**config.mk**
```make
export PLATFORM = sky130hd
export DESIGN_NAME = xpmwrap_fifo_rd_stream
export DESIGN_NICKNAME = d
export VERILOG_FILES = /design/src/rtl/xpmwrap_pkg.sv /design/src/rtl/xpmwrap_skid_buf.sv /design/src/rtl/xpmwrap_fifo_rd_stream.sv
export SDC_FILE = /design/constraint.sdc
export NUM_CORES = 1
export LEC_CHECK = 0
export ABC_AREA = 0
export BUFFER_PORTS_ARGS = -buffer_cell sky130_fd_sc_hd__buf_2
export CAP_MARGIN = 20
export CORE_MARGIN = 2
export CORE_UTILIZATION = 36
export CTS_CLUSTER_SIZE = 10
export DETAILED_ROUTE_END_ITERATION = 10
export HOLD_SLACK_MARGIN = 0.15
export PLACE_DENSITY = 0.62
export SLEW_MARGIN = 0
export SYNTH_ARGS = -nofsm -noshare
export SYNTH_HDL_FRONTEND = slang
export SYNTH_SLANG_ARGS = --single-unit
export TNS_END_PERCENT = 5
```
**constraint.sdc**
```tcl
create_clock -name wr_clk -period 2 [get_ports wr_clk]
set_input_delay 0.2 -clock wr_clk [delete_from_list [all_inputs] [get_ports wr_clk]]
set_output_delay 0.2 -clock wr_clk [all_outputs]
set_load 0.05 [all_outputs]
```
**src/rtl/xpmwrap_pkg.sv**
```systemverilog
// Shared definitions for the xpmwrap FIFO wrapper family.
// Read latency, width helper and stream beat type used by the read-side adapters.
package xpmwrap_pkg;

  localparam int unsigned XPMWRAP_RD_LATENCY = 1;
  localparam int unsigned XPMWRAP_BEAT_WIDTH = 32;

  typedef struct packed {
    logic [XPMWRAP_BEAT_WIDTH-1:0] data;
    logic                          last;
  } xpmwrap_beat_t;

  // ceil(log2(n)), but never below 1 so that 1-entry structures still get a bit
  function automatic int unsigned clog2_min1(input int unsigned n);
    int unsigned r;
    r = 0;
    for (int unsigned i = 0; i < 32; i++) begin
      if ((64'd1 << i) < 64'(n)) r = i + 1;
    end
    return (r == 0) ? 1 : r;
  endfunction

endpackage

```
**src/rtl/xpmwrap_skid_buf.sv**
```systemverilog
// Small register FIFO holding captured FIFO read data ahead of the stream port.
// Push and pop in the same cycle leave occupancy unchanged; head is the oldest entry.
module xpmwrap_skid_buf
  import xpmwrap_pkg::*;
#(
  parameter int unsigned DEPTH = 2,
  parameter int unsigned WIDTH = 32,
  parameter int unsigned OCC_W = clog2_min1(DEPTH + 1)
) (
  input  logic             clk,
  input  logic             rst,
  input  logic             push,
  input  logic [WIDTH-1:0] push_data,
  input  logic             pop,
  output logic [WIDTH-1:0] head,
  output logic [OCC_W-1:0] occ
);

  localparam int unsigned PTR_W = clog2_min1(DEPTH);
  localparam logic [PTR_W-1:0] LAST_PTR = PTR_W'(DEPTH - 1);

  logic [WIDTH-1:0] mem [DEPTH];
  logic [PTR_W-1:0] rd_ptr;
  logic [PTR_W-1:0] wr_ptr;

  always_ff @(posedge clk) begin
    if (rst) begin
      rd_ptr <= '0;
      wr_ptr <= '0;
      occ    <= '0;
      for (int unsigned i = 0; i < DEPTH; i++) mem[i] <= '0;
    end else begin
      if (push) begin
        mem[wr_ptr] <= push_data;
        wr_ptr      <= (wr_ptr == LAST_PTR) ? '0 : wr_ptr + 1'b1;
      end
      if (pop) rd_ptr <= (rd_ptr == LAST_PTR) ? '0 : rd_ptr + 1'b1;
      case ({push, pop})
        2'b10:   occ <= occ + 1'b1;
        2'b01:   occ <= occ - 1'b1;
        default: occ <= occ;
      endcase
    end
  end

  assign head = mem[rd_ptr];

endmodule

```
**src/rtl/xpmwrap_fifo_rd_stream.sv**
```systemverilog
// Read-side adapter for a standard-mode (latency 1) FIFO: issues credit-limited reads,
// buffers returning data and presents it as a valid/ready stream with optional framing.
module xpmwrap_fifo_rd_stream
  import xpmwrap_pkg::*;
#(
  parameter int unsigned DATA_WIDTH = 32,
  parameter int unsigned BUF_DEPTH  = 2,
  parameter int unsigned PKT_LEN    = 0,
  parameter int unsigned CNT_WIDTH  = 32
) (
  input  logic                  wr_clk,
  input  logic                  rst,
  input  logic [DATA_WIDTH-1:0] fifo_dout,
  input  logic                  fifo_empty,
  input  logic                  fifo_rd_rst_busy,
  output logic                  fifo_rd_en,
  output logic [DATA_WIDTH-1:0] m_data,
  output logic                  m_valid,
  input  logic                  m_ready,
  output logic                  m_last,
  output logic [CNT_WIDTH-1:0]  beat_count,
  output logic                  busy
);

  localparam int unsigned OCC_W = clog2_min1(BUF_DEPTH + 1);
  localparam int unsigned CR_W  = OCC_W + 1;

  logic             inflight_q;
  logic [OCC_W-1:0] occ;
  logic             pop;
  logic             credit_ok;

  assign m_valid = (occ != '0);
  assign pop     = m_valid & m_ready;

  // occ + inflight - pop < DEPTH, rearranged so nothing goes negative
  assign credit_ok  = ({1'b0, occ} + CR_W'(inflight_q)) < (CR_W'(BUF_DEPTH) + CR_W'(pop));
  assign fifo_rd_en = !fifo_empty && !fifo_rd_rst_busy && !rst && credit_ok;

  always_ff @(posedge wr_clk) begin
    if (rst) inflight_q <= 1'b0;
    else     inflight_q <= fifo_rd_en;
  end

  xpmwrap_skid_buf #(
    .DEPTH (BUF_DEPTH),
    .WIDTH (DATA_WIDTH),
    .OCC_W (OCC_W)
  ) u_buf (
    .clk       (wr_clk),
    .rst       (rst),
    .push      (inflight_q),
    .push_data (fifo_dout),
    .pop       (pop),
    .head      (m_data),
    .occ       (occ)
  );

  always_ff @(posedge wr_clk) begin
    if (rst)      beat_count <= '0;
    else if (pop) beat_count <= beat_count + 1'b1;
  end

  generate
    if (PKT_LEN > 0) begin : g_frame
      localparam int unsigned PK_W = clog2_min1(PKT_LEN);
      localparam logic [PK_W-1:0] PK_LAST = PK_W'(PKT_LEN - 1);
      logic [PK_W-1:0] pkt_cnt;

      always_ff @(posedge wr_clk) begin
        if (rst)      pkt_cnt <= '0;
        else if (pop) pkt_cnt <= (pkt_cnt == PK_LAST) ? '0 : pkt_cnt + 1'b1;
      end

      assign m_last = m_valid && (pkt_cnt == PK_LAST);
    end else begin : g_noframe
      assign m_last = 1'b0;
    end
  endgenerate

  assign busy = (occ != '0) | inflight_q;

endmodule

```
======== Yosys cells after proc, flatten, opt, wreduce, memory -nomap -nowiden ========
Memory sizes are Yosys's and may differ from the RTL's. A register that Yosys moved wholly into a read port is not among the register bits.
Index checks and enable logic that the tools add are counted.
W data, S select, Z words.
cells by class
  shift-type cells ........................ 0
  bitwise logic cells ..................... 2
  div/mod/pow operators ................... 0
  reductions and logical operators ........ 9
  muxes and demuxes ....................... 13
  multiply operators ...................... 0
  $add $sub $neg .......................... 7
  order comparisons ....................... 1
  equal/unequal tests ..................... 2
operator list
  kind                     count
  $add A32 B1 Y32 const B  1
  $mux W32                 1
  $reduce_or A32 Y1        1
  $mux W1                  11
  $pmux W2 S2              1
  $reduce_bool A2 Y1       2
  $add A2 B1 Y3            1
  $add A2 B1 Y3 const A    1
  $logic_and A1 B1 Y1      3
  $logic_not A1 Y1         3
  $lt A3 B3 Y1             1
  $add A1 B1 Y1 const B    2
  $add A2 B1 Y2 const B    1
  $eq A2 B1 Y1 const B     1
  $eq A2 B2 Y1 const B     1
  $sub A2 B1 Y2 const B    1
  $and A1 B1 Y1            1
  $or A1 B1 Y1             1
word-level totals
  memories kept ........................... 1
  bits in registers ....................... 37
  ROM bits ................................ 0
  word-level logic and storage cells ...... 40
  bits in writable memories ............... 64
  latch bits .............................. 0
memories
  name       words  width  read ports  clocked after Yosys merged registers in  wr ports  RTL line                text
  u_buf.mem  2      32     1           1                                        2         xpmwrap_skid_buf.sv:22  logic [WIDTH-1:0] mem [DEPTH];

======== Logic depth before layout (Yosys ltp) ========
  depth in word-level cells ............... 5
  gate-level depth with buffers ........... 7
  depth with buffers taken out ............ 6

======== By module ========
From an unflattened synthesis, not the netlist that was laid out.
unflattened totals
  cell total of the unflattened synthesis .. 420
  area total of the unflattened synthesis .. 4657.0 um^2
modules (own cells, without submodules)
  module                  times used  area each (um^2)  cells each
  xpmwrap_skid_buf        1           3000.4            229
  xpmwrap_fifo_rd_stream  1           1656.6            191

======== Least setup slack after synthesis ========
OpenSTA, ideal clock, no wires.
  kind .................................... register to register
  start point ............................. register beat_count[0]
  end point ............................... register beat_count[30]
  setup slack ............................. -0.604 ns
  library setup time ...................... 0.121 ns
  arrival ................................. 2.483 ns
  stages on the path, launching flop included .. 7
  cell sequence ........................... dfxtp_1 > ha_1 > nand3_1 > or4_1 > clkbuf_1 > nor4b_1 > mux2_2
between the ends
  longest elaborated chain between the ends .. 1
ends and longest elaborated chain
  what                    RTL line                      text
  from (decl)             xpmwrap_fifo_rd_stream.sv:21  output logic [CNT_WIDTH-1:0] beat_count,
  from (signal assigned)  xpmwrap_fifo_rd_stream.sv:61  else if (pop) beat_count <= beat_count + 1'b1;
  $add A32 B1 Y32         xpmwrap_fifo_rd_stream.sv:61
Every way passes these cells.
A chain may end at the register's enable or synchronous reset.

======== Final worst setup path ========
  start point ............................. register beat_count[11]
  end point ............................... register beat_count[25]
The elaborated chain is that of the path after synthesis.

==> flow_summary.ini <==
[status]
status = finished, final reports clean

[pwr]
p_per_area_nw_per_um2 = 837
vdd_drop_max_mv = 0.326
p_leak_nw = 2.46

[synthesis]
netlist_area_um2 = 4570
ys_seq_area_frac = 0.586
synthAdderAreaFrac = 0.0109
synth_edf_count = 64
yosys_most_used_dff = edfxtp_1
yosys-mux-area-fraction = 0.0862
syn_nets = 428
synth_warnings = 0
synth_simple_gate_area_frac = 0.208
synth_top_family_by_area = simple AND/OR/NAND/NOR gates
ys_ff_latch = 102
synthTopCellsByArea = edfxtp_1 (42%), dfxtp_1 (17%), and2_1 (9.0%)
synth_top_area_cell = edfxtp_1
synth-compound-area-share = 0.0492
synth_cell_types = 34
yosys.area_share.xor_xnor = 0.0306
ys_async_sr_fraction = 0
synth.avg_cell_area_um2 = 11.8
syn_inst = 387
synth_top_area_share = 0.420

[timing]
period_share = 0.982
hold_viol = 0
finalSetupViolCount = 0
tns_ns = 0
rsz0062_at_grt = yes
slew_violations = 0
setup_slack_ns = 0.0366
finClkSkew_ns = 0.00521
fmax_mhz = 509
finalCriticalPeriod_ns = 1.96

[floorplan]
core_area_um2 = 12500
io_pins = 105
initial_core_util = 0.365
rows = 41
die_w_um = 117
die_h_um = 117
dieArea_um2 = 13600

[setup_path]
path_cells = nand4_1 > or4_4 > buf_12 > nor4_2 > mux2_2
cp_top_family = simple AND/OR/NAND/NOR gates
crit_path_end_kind = flop
cp.required_ns = 2.24
cpPeakStageDelay_ns = 0.52
crit_fanout = 33
cpMaxStageDelayCell = or4_4
cp_data_arrival_time_ns = 2.20
crit_type = reg -> reg
cp.buffers_inverters = 1
cp-start-kind = flop

[placed_design]
postPlaceCellArea_um2 = 5500
gp_congestion = 0.740
dpl.hpwl_um = 6680
placed_cells = 660
port_buffers = 103
place_ws_ns = -0.0114

[routing]
wl_um = 10100
drt-pass1-iter-count = 4
viasPerCell = 4.81
dr.first_iter.drc_count = 164
antenna_left = 0
routedWlPerCell_um = 14.2
vias = 3404
drc = 0

[clock_network]
clockBufferDepth = 2
cts_tree = done
cts_root_buffer = clkbuf_16
cts_buffers = 9
clkTransAtPathRegs_ns = 0.07
clk_latency_ns = 0.35
cts_setup_buffers = 0
cts-htree-levels = 3
cts_sinks = 102

[grt]
grt_start_max_net_pins = 41
grt_pass1_vias = 3310
met1_usage = 0.175
busiest_layer = met2
grt_use_total = 0.151
met3_usage = 0.0389
grt_first_pass_wirelength_um = 15900
overflow = 0
antenna_found_initial = 0
grt_util_met2 = 0.268

[final_layout]
drive_gt1_frac = 0.399
syn2layout_area_growth_pct = 34.2
stdcell_count = 708
final_common_cell = buf_2
n_antenna_cell = 0
nNetsFinal = 572
final_cell_mix = buf_2 (102), and2_1 (66), edfxtp_1 (64)
fin_area_um2 = 6140

[flow_run]
maxCapViolCount = 0

[min_path]
hold_path_class = in -> reg
[path summary, 6_finish.rpt]
| kind | slack [ns] | startpoint | to | cells after the start |
|---|---|---|---|---|
| setup / recovery | 0.04 | beat_count[11]$_SDFFE_PP0P_ | beat_count[25]$_SDFFE_PP0P_ | 5 |
| hold / removal | 0.16 | fifo_dout[15] | u_buf.mem[0][15]$_SDFFCE_PN0P_ | 2 |
| setup reg to reg | 0.04 | beat_count[11]$_SDFFE_PP0P_ | beat_count[25]$_SDFFE_PP0P_ | 5 |
| hold reg to reg | 0.49 | beat_count[19]$_SDFFE_PP0P_ | beat_count[19]$_SDFFE_PP0P_ | 2 |
[Yosys cell counts, types with 2 or more instances]
cell type,count
xor2_1,5
nand3_1,9
nor4_1,7
o21ai_0,5
ha_1,4
or2_2,4
and4_1,2
dfxtp_1,38
o31ai_1,13
buf_2,2
nor3_1,5
clkbuf_1,14
nor2b_1,3
or3_1,6
buf_1,5
inv_1,6
or4_1,16
mux2_2,35
nand2_1,13
nand4_1,7
a21oi_1,18
and3_1,2
xnor2_1,11
edfxtp_1,64
and2_1,66
nor2_1,19
[flip-flops by register name, summed over array words and instances, names as in the netlist, named ones only]
signal and count:
beat_count 32, inflight_q 1, u_buf.wr_ptr 1, u_buf.rd_ptr 1
u_buf.mem 64, u_buf.occ 2
[through the flow]
step / power [mW] / utilization / hold WS (ns)
6_report: 5.14 / 0.491 / 0.157
5_1_grt: 5.35 / 0.491 / 0.160
4_1_cts: 5.20 / 0.489 / 0.152
3_5_place_dp: 3.38 / 0.439 / 0.479
3_3_place_gp: 3.37 / 0.439 / 0.461
2_1_floorplan: 3.14 / - / 0.398
[cell type report]
type,instances,area (um^2)
flip-flops and latches,102,2740
repair buffers,156,1010
clock buffers,10,229
multi-input cells,255,1860
well taps,172,215
inverters,7,26.3
clock inverters,6,68.8
fillers,1191,6380
[cell families after synthesis]
kind of cell | after synthesis
flip-flops | 102
buffers and inverters | 30
XOR/XNOR | 16
AND/OR/NAND/NOR | 161
adder cells (fa/ha/maj) | 4
AO/OA/AOI/OAI | 38
multiplexers | 35
other | 1
[worst reg2reg max path, stage by stage, from the launching register on]
cell and delay [ns]:
dfxtp_4 0.36, nand4_1 0.13, or4_4 0.52, buf_12 0.18, nor4_2 0.30, mux2_2 0.37
[layer usage]
layer	wire, um	part of all wire
met3	550	0.055
met1	4330	0.43
met4	142	0.014
met5	0	0
met2	5030	0.50
[power by group]
| part | total (mW) | internal (mW) | switching (mW) |
|---|---|---|---|
| clock network | 1.76 | 0.982 | 0.781 |
| logic | 1.03 | 0.339 | 0.688 |
| registers | 2.35 | 2.31 | 0.0370 |
[repair_timing]
action                                 in CTS  in global routing
gates cloned                                0                  0
setup endpoints to repair                   3                 13
resized for setup                           2                  4
hold buffers                               32                  0
pin swaps                                   0                  1
endpoints found under the hold margin      56                  0
No activity file was read; power rests on OpenSTA's default activity.
